===== src/rtl/blink_seq_pkg.sv =====
// blink_seq_pkg: shared state encoding and constants for the blink sequencer
package blink_seq_pkg;
    typedef enum logic [1:0] {IDLE, ON, OFF} state_t;
    localparam int TICKS_MIN = 1;
endpackage


===== src/rtl/blink_seq_timer.sv =====
// blink_seq_timer: prescaler plus tick counter timing one ON/OFF phase
// start clears both counters and latches max(dur, 1); expire pulses on the phase's last cycle.
module blink_seq_timer
    import blink_seq_pkg::*;
#(
    parameter int PRESCALE = 60000,
    parameter int TIME_W   = 16
) (
    input  logic              clock,
    input  logic              reset_n,
    input  logic              start,
    input  logic [TIME_W-1:0] dur,
    output logic              expire
);
    localparam int PW = PRESCALE > 1 ? $clog2(PRESCALE) : 1;
    logic [PW-1:0]     pre;
    logic [TIME_W-1:0] tick;
    logic [TIME_W-1:0] term;
    logic              active;
    logic              pre_end;
    assign pre_end = pre == PW'(PRESCALE - 1);
    assign expire  = active & pre_end & (tick == term - TIME_W'(1));
    // count prescaled ticks from each phase entry; stop at expiry so nothing wraps
    always_ff @(posedge clock or negedge reset_n) begin
        if (!reset_n) begin
            pre    <= '0;
            tick   <= '0;
            term   <= '0;
            active <= 1'b0;
        end else if (start) begin
            pre    <= '0;
            tick   <= '0;
            term   <= (dur == '0) ? TIME_W'(TICKS_MIN) : dur;
            active <= 1'b1;
        end else if (active) begin
            pre    <= pre_end ? '0 : pre + PW'(1);
            tick   <= pre_end ? tick + TIME_W'(1) : tick;
            active <= ~expire;
        end
    end
endmodule


===== src/rtl/blink_sequencer.sv =====
// blink_sequencer: command-driven LED blink controller (ON/OFF phases in prescaled ticks)
// Optional feature: BLINK_SEQ_REPEAT_EN adds cmd_repeat for endlessly repeating patterns.
module blink_sequencer
    import blink_seq_pkg::*;
#(
    parameter int PRESCALE = 60000,
    parameter int TIME_W   = 16,
    parameter int COUNT_W  = 8
) (
    input  logic               clock,
    input  logic               reset_n,
    input  logic               cmd_valid,
    output logic               cmd_ready,
    input  logic [COUNT_W-1:0] cmd_count,
    input  logic [TIME_W-1:0]  cmd_on,
    input  logic [TIME_W-1:0]  cmd_off,
    input  logic               abort,
`ifdef BLINK_SEQ_REPEAT_EN
    input  logic               cmd_repeat,
`endif
    output logic               blink,
    output logic               busy,
    output logic               done
);
    state_t             state, state_n;
    logic [COUNT_W-1:0] remaining, rem_n, reload;
    logic [TIME_W-1:0]  on_l, off_l, dur;
    logic               accept, start, expire, done_n, rep;
    assign cmd_ready = reset_n & (state == IDLE) & ~abort;
    assign accept    = cmd_valid & cmd_ready;
    assign busy      = state != IDLE;
`ifdef BLINK_SEQ_REPEAT_EN
    logic               rep_l;
    logic [COUNT_W-1:0] count_l;
    // keep the repeat flag and full count so a repeating pattern can restart
    always_ff @(posedge clock or negedge reset_n) begin
        if (!reset_n) begin
            rep_l   <= 1'b0;
            count_l <= '0;
        end else if (abort) begin
            rep_l   <= 1'b0;
            count_l <= '0;
        end else if (accept) begin
            rep_l   <= cmd_repeat;
            count_l <= cmd_count;
        end
    end
    assign rep    = rep_l;
    assign reload = count_l;
`else
    assign rep    = 1'b0;
    assign reload = '0;
`endif
    blink_seq_timer #(.PRESCALE(PRESCALE), .TIME_W(TIME_W)) u_timer (
        .clock  (clock),
        .reset_n(reset_n),
        .start  (start),
        .dur    (dur),
        .expire (expire)
    );
    // next state, phase restarts and completion; abort overrides everything
    always_comb begin
        state_n = state;
        rem_n   = remaining;
        start   = 1'b0;
        done_n  = 1'b0;
        dur     = on_l;
        if (abort) begin
            state_n = IDLE;
            rem_n   = '0;
        end else begin
            case (state)
                IDLE: if (accept) begin
                    if (cmd_count == '0) done_n = 1'b1;
                    else begin
                        state_n = ON;
                        rem_n   = cmd_count;
                        start   = 1'b1;
                        dur     = cmd_on;
                    end
                end
                ON: if (expire) begin
                    if (remaining == COUNT_W'(1) && !rep) begin
                        state_n = IDLE;
                        rem_n   = '0;
                        done_n  = 1'b1;
                    end else begin
                        rem_n   = (remaining == COUNT_W'(1)) ? reload : remaining - COUNT_W'(1);
                        state_n = (off_l != '0) ? OFF : ON;
                        dur     = (off_l != '0) ? off_l : on_l;
                        start   = 1'b1;
                    end
                end
                OFF: if (expire) begin
                    state_n = ON;
                    start   = 1'b1;
                end
                default: state_n = IDLE;
            endcase
        end
    end
    // state, latched command fields and registered outputs
    always_ff @(posedge clock or negedge reset_n) begin
        if (!reset_n) begin
            state     <= IDLE;
            remaining <= '0;
            on_l      <= '0;
            off_l     <= '0;
            blink     <= 1'b0;
            done      <= 1'b0;
        end else begin
            state     <= state_n;
            remaining <= rem_n;
            blink     <= state_n == ON;
            done      <= done_n;
            if (abort) begin
                on_l  <= '0;
                off_l <= '0;
            end else if (accept) begin
                on_l  <= cmd_on;
                off_l <= cmd_off;
            end
        end
    end
endmodule

===== config.mk =====
export PLATFORM = sky130hd
export DESIGN_NAME = blink_sequencer
export DESIGN_NICKNAME = d
export VERILOG_FILES = /design/src/rtl/blink_seq_pkg.sv /design/src/rtl/blink_seq_timer.sv /design/src/rtl/blink_sequencer.sv
export SDC_FILE = /design/constraint.sdc
export NUM_CORES = 1
export LEC_CHECK = 0
export CAP_MARGIN = 15
export CORE_MARGIN = 1.5
export CORE_UTILIZATION = 30
export CTS_BUF_LIST = sky130_fd_sc_hd__clkbuf_4
export CTS_CLUSTER_DIAMETER = 80
export DETAILED_ROUTE_END_ITERATION = 8
export PLACE_DENSITY = 0.5
export REMOVE_ABC_BUFFERS = 1
export SETUP_SLACK_MARGIN = 0.1
export SKIP_CTS_REPAIR_TIMING = 1
export SYNTH_ARGS = -nofsm -noshare
export SYNTH_HDL_FRONTEND = slang
export SYNTH_HIERARCHICAL = 1
export SYNTH_SLANG_ARGS = --single-unit
export TNS_END_PERCENT = 100

===== constraint.sdc =====
create_clock -name clock -period 4.31 [get_ports clock]
set_input_delay 0.6465 -clock clock [delete_from_list [all_inputs] [get_ports clock]]
set_output_delay 0.6465 -clock clock [all_outputs]
set_load 0.01 [all_outputs]

==> flow_summary_export.csv <==
group,metric,value,unit
setup_path,cp_slowest_cell,"or4b_4",
timing,worst_pin_slew,0.761,ns
synthesis,synth_edf_count,0,
clock_tree,htree_num_levels,3,
clock_tree,clk_latency,0.49,ns
power,power.density,333,nW/um^2
synthesis,synth-main-ff-cell,"dfrtp_1",
final_layout,final_util,36.9,%
power,p_seq_share,47.8,%
floorplanning,io_pins,48,
global_route,grt_overflow,0,
clock_tree,root_buffer,"clkbuf_4",
final_layout,drive_above_1_share,14.8,%
timing,fin_crit,4.08,ns
setup_path,criticalPathCategory,"reg2reg",
timing,setup-tns-final,0,ns
synthesis,syn_area,5420,um^2
clock_tree,cts.path.max_buffers,2,
timing,fin_skew,0.0176,ns
synthesis,yosysSeqAreaShare,43.0,%
power,swShare,34.3,%
final_layout,layout_common_cells,"dfrtp_1 (93), nand2_1 (92), o21ai_0 (48), clkdlybuf4s50_1 (46), nor2_1 (45)",
routing,initialDrtViolationCount,189,
place,placed_area,6220,um^2
place,port_buffers,47,
final_layout,fin_nets,685,
clock_tree,cts_tree,"done",
routing,drc,0,
place,globalplace.congestion,0.836,
global_route,grt_pass1_wl,23.1,mm
routing,firstDrtPassIters,5,
routing,viasPerCell,5.19,
power,ir_worst_vdd,0.152,mV
global_route,grt_max_degree,56,
timing,drv_slew,0,
power,clkPwrFrac,25.4,%
synthesis,synth_cell_types,77,
synthesis,synth_area_leader_cell,"dfrtp_1",
floorplanning,fp.dieH,137,um
setup_path,start_kind,"flip-flop",
floorplanning,initial_utilization,31.0,%
final_layout,fill_cells,1747,
synthesis,yosys.area.top_type_share,43.0,%
synthesis,yosys_warnings,6,
setup_path,crit_path_start,"u_timer/term[1]",
clock_tree,numCtsBuffers,9,
min_path,min-delay-path-class,"in2async",
final_layout,area_delta_synth_final,18.9,%
routing,wl_per_cell,15.7,um
power,p_int,1.41,mW
setup_path,crit_path_frequent_cell,"a21oi_1",
power,combPwrFrac,26.7,%
power,p_sw,0.736,mW
final_layout,stdcell_area,6440,um^2
synthesis,synth-async-reset-ratio,100,%
setup_path,end_kind,"flip-flop",
setup_path,path_cells,"inv_1 -> ha_1 -> or4b_4 -> or4b_1 -> a21oi_1 -> o22ai_1 -> nor4b_2 -> buf_4 -> nand2_1 -> o41a_4 -> a221o_1 -> nor4_1 -> a41oi_1 -> a21oi_1",
power,finalPower,2.14,mW
synthesis,ys_ff_latch,93,
routing,routed_wl,13.6,mm
clock_tree,cts.sink_count,93,
floorplanning,die_w,137,um
final_layout,mostFrequentLayoutCell,"dfrtp_1",
timing,rsz0062_at_grt,"yes",
routing,vias,4504,
status,status,"complete, no violations",
setup_path,r2r_start,"u_timer/term[1]",
global_route,grt_pass1_vias,4517,
timing,post-route-period-util,94.7,%
synthesis,synthTopCellsByArea,"dfrtp_1 (43%), nand2_1 (6.4%), o21ai_0 (4.5%)",
power,power_leakage,2.67,nW
timing,finalHoldViolCount,0,
setup_path,cp.required,4.74,ns
setup_path,slowest_delay,0.51,ns
setup_path,arrival,4.51,ns
job,cap_violations,0,
global_route,grt.total_usage,15.6,%
floorplanning,rows,48,
timing,finalSetupViolations,0,
timing,relSlewSlack,49.1,%
floorplanning,dieArea,18900,um^2
floorplanning,core,17500,um^2
place,dp_hpwl,9.90,mm
clock_tree,cts.clk_slew.worst_paths,0.16,ns
synthesis,syn_avg_cell_area,9.31,um^2
global_route,antenna_found_initial,1,
routing,postRouteAntennaNets,0,
timing,max_clock_freq,245,MHz
setup_path,critPathMaxFanout,16,
synthesis,netlist_instances,582,
==> through the flow <==
stage / worst slack (ns) / hold slack (ns) / instances
after floorplan: -2.66 / 0.351 / 554
after global placement: 0.146 / 0.491 / 848
after detailed placement: 0.0480 / 0.499 / 848
after CTS: -0.00831 / 0.261 / 864
after global routing: 0.0170 / 0.254 / 867
final: 0.227 / 0.272 / 867
==> cells by family after synthesis <==
kind of cell	synth area share, %
flops	43.0
simple gates	25.3
buf+inv	3.76
fa+ha+maj	1.15
xor+xnor	6.47
compound gates	16.9
mux	3.46
==> power groups by stage <==
| stage | clock [mW] | combinational [mW] | sequential [mW] |
|---|---|---|---|
| 3_5_place_dp | 0 | 0.559 | 1.04 |
| 3_3_place_gp | 0 | 0.550 | 1.04 |
| 6_report | 0.545 | 0.573 | 1.03 |
| 4_1_cts | 0.577 | 0.560 | 1.03 |
| 2_1_floorplan | 0 | 0.353 | 1.03 |
| 5_1_grt | 0.614 | 0.641 | 1.04 |
==> critical path: cells and delay by family (launching register included) <==
| kind | cells | cell delay (ns) |
|---|---|---|
| AND/OR/NAND/NOR | 5 | 1.77 |
| buffers and inverters | 2 | 0.25 |
| AO/OA/AOI/OAI | 6 | 1.44 |
| flip-flops | 1 | 0.40 |
| adder cells (fa/ha/maj) | 1 | 0.15 |
==> synthesized netlist by cell type (4+ instances only) <==
library cell,instances
a21oi_1,8
a221o_1,10
a221o_2,6
a22o_1,4
a32o_1,8
and2_1,20
and3_1,9
buf_2,6
clkbuf_1,15
dfrtp_1,93
ha_1,5
inv_1,14
mux2_2,14
nand2_1,92
nand3_1,10
nand4_1,5
nor2_1,46
nor2b_1,6
nor3_1,11
nor4_1,14
o21ai_0,49
o22ai_1,5
o31ai_1,4
o41ai_1,5
or2_2,4
or3_1,8
xnor2_1,26
xor2_1,14
==> state kept, by name, indices dropped and copies added, names as in the netlist <==
name and flops:
u_timer/pre 16, u_timer/term 16, remaining 8, state 2, on_l 16, blink 1, done 1, u_timer/active 1
off_l 16, u_timer/tick 16
==> routing by layer <==
| metal | wire length (um) | GRT usage [%] |
|---|---|---|
| met2 | 6320 | 24.8 |
| met4 | 123 | 4.04 |
| met1 | 6600 | 21.2 |
| met3 | 544 | 3.72 |
| met5 | 0 | 0 |
==> final timing paths <==
kind	end	slack (ns)	cells after the start
setup / recovery	u_timer/term[0]	0.23	14
hold / removal	u_timer/tick[0]	0.27	2
setup reg to reg	u_timer/term[0]	0.23	14
hold reg to reg	u_timer/pre[1]	0.53	2
max in group asynchronous	on_l[2]	2.93	3
min in group clock	u_timer/pre[1]	0.53	2
==> layout make-up <==
cell class                      instances  area, um^2  share of cell area, %
Inverter                               15        61.3                  0.951
Antenna cell                            1        2.50                 0.0388
Timing Repair Buffer                   71         648                   10.1
Clock buffer                            9        67.6                   1.05
Clock inverter                          7        91.3                   1.42
Sequential cell                        93        2330                   36.1
Tap cell                              225         282                   4.37
Multi-Input combinational cell        446        2960                   46.0
Note: power is estimated with default switching activity, not from simulation.
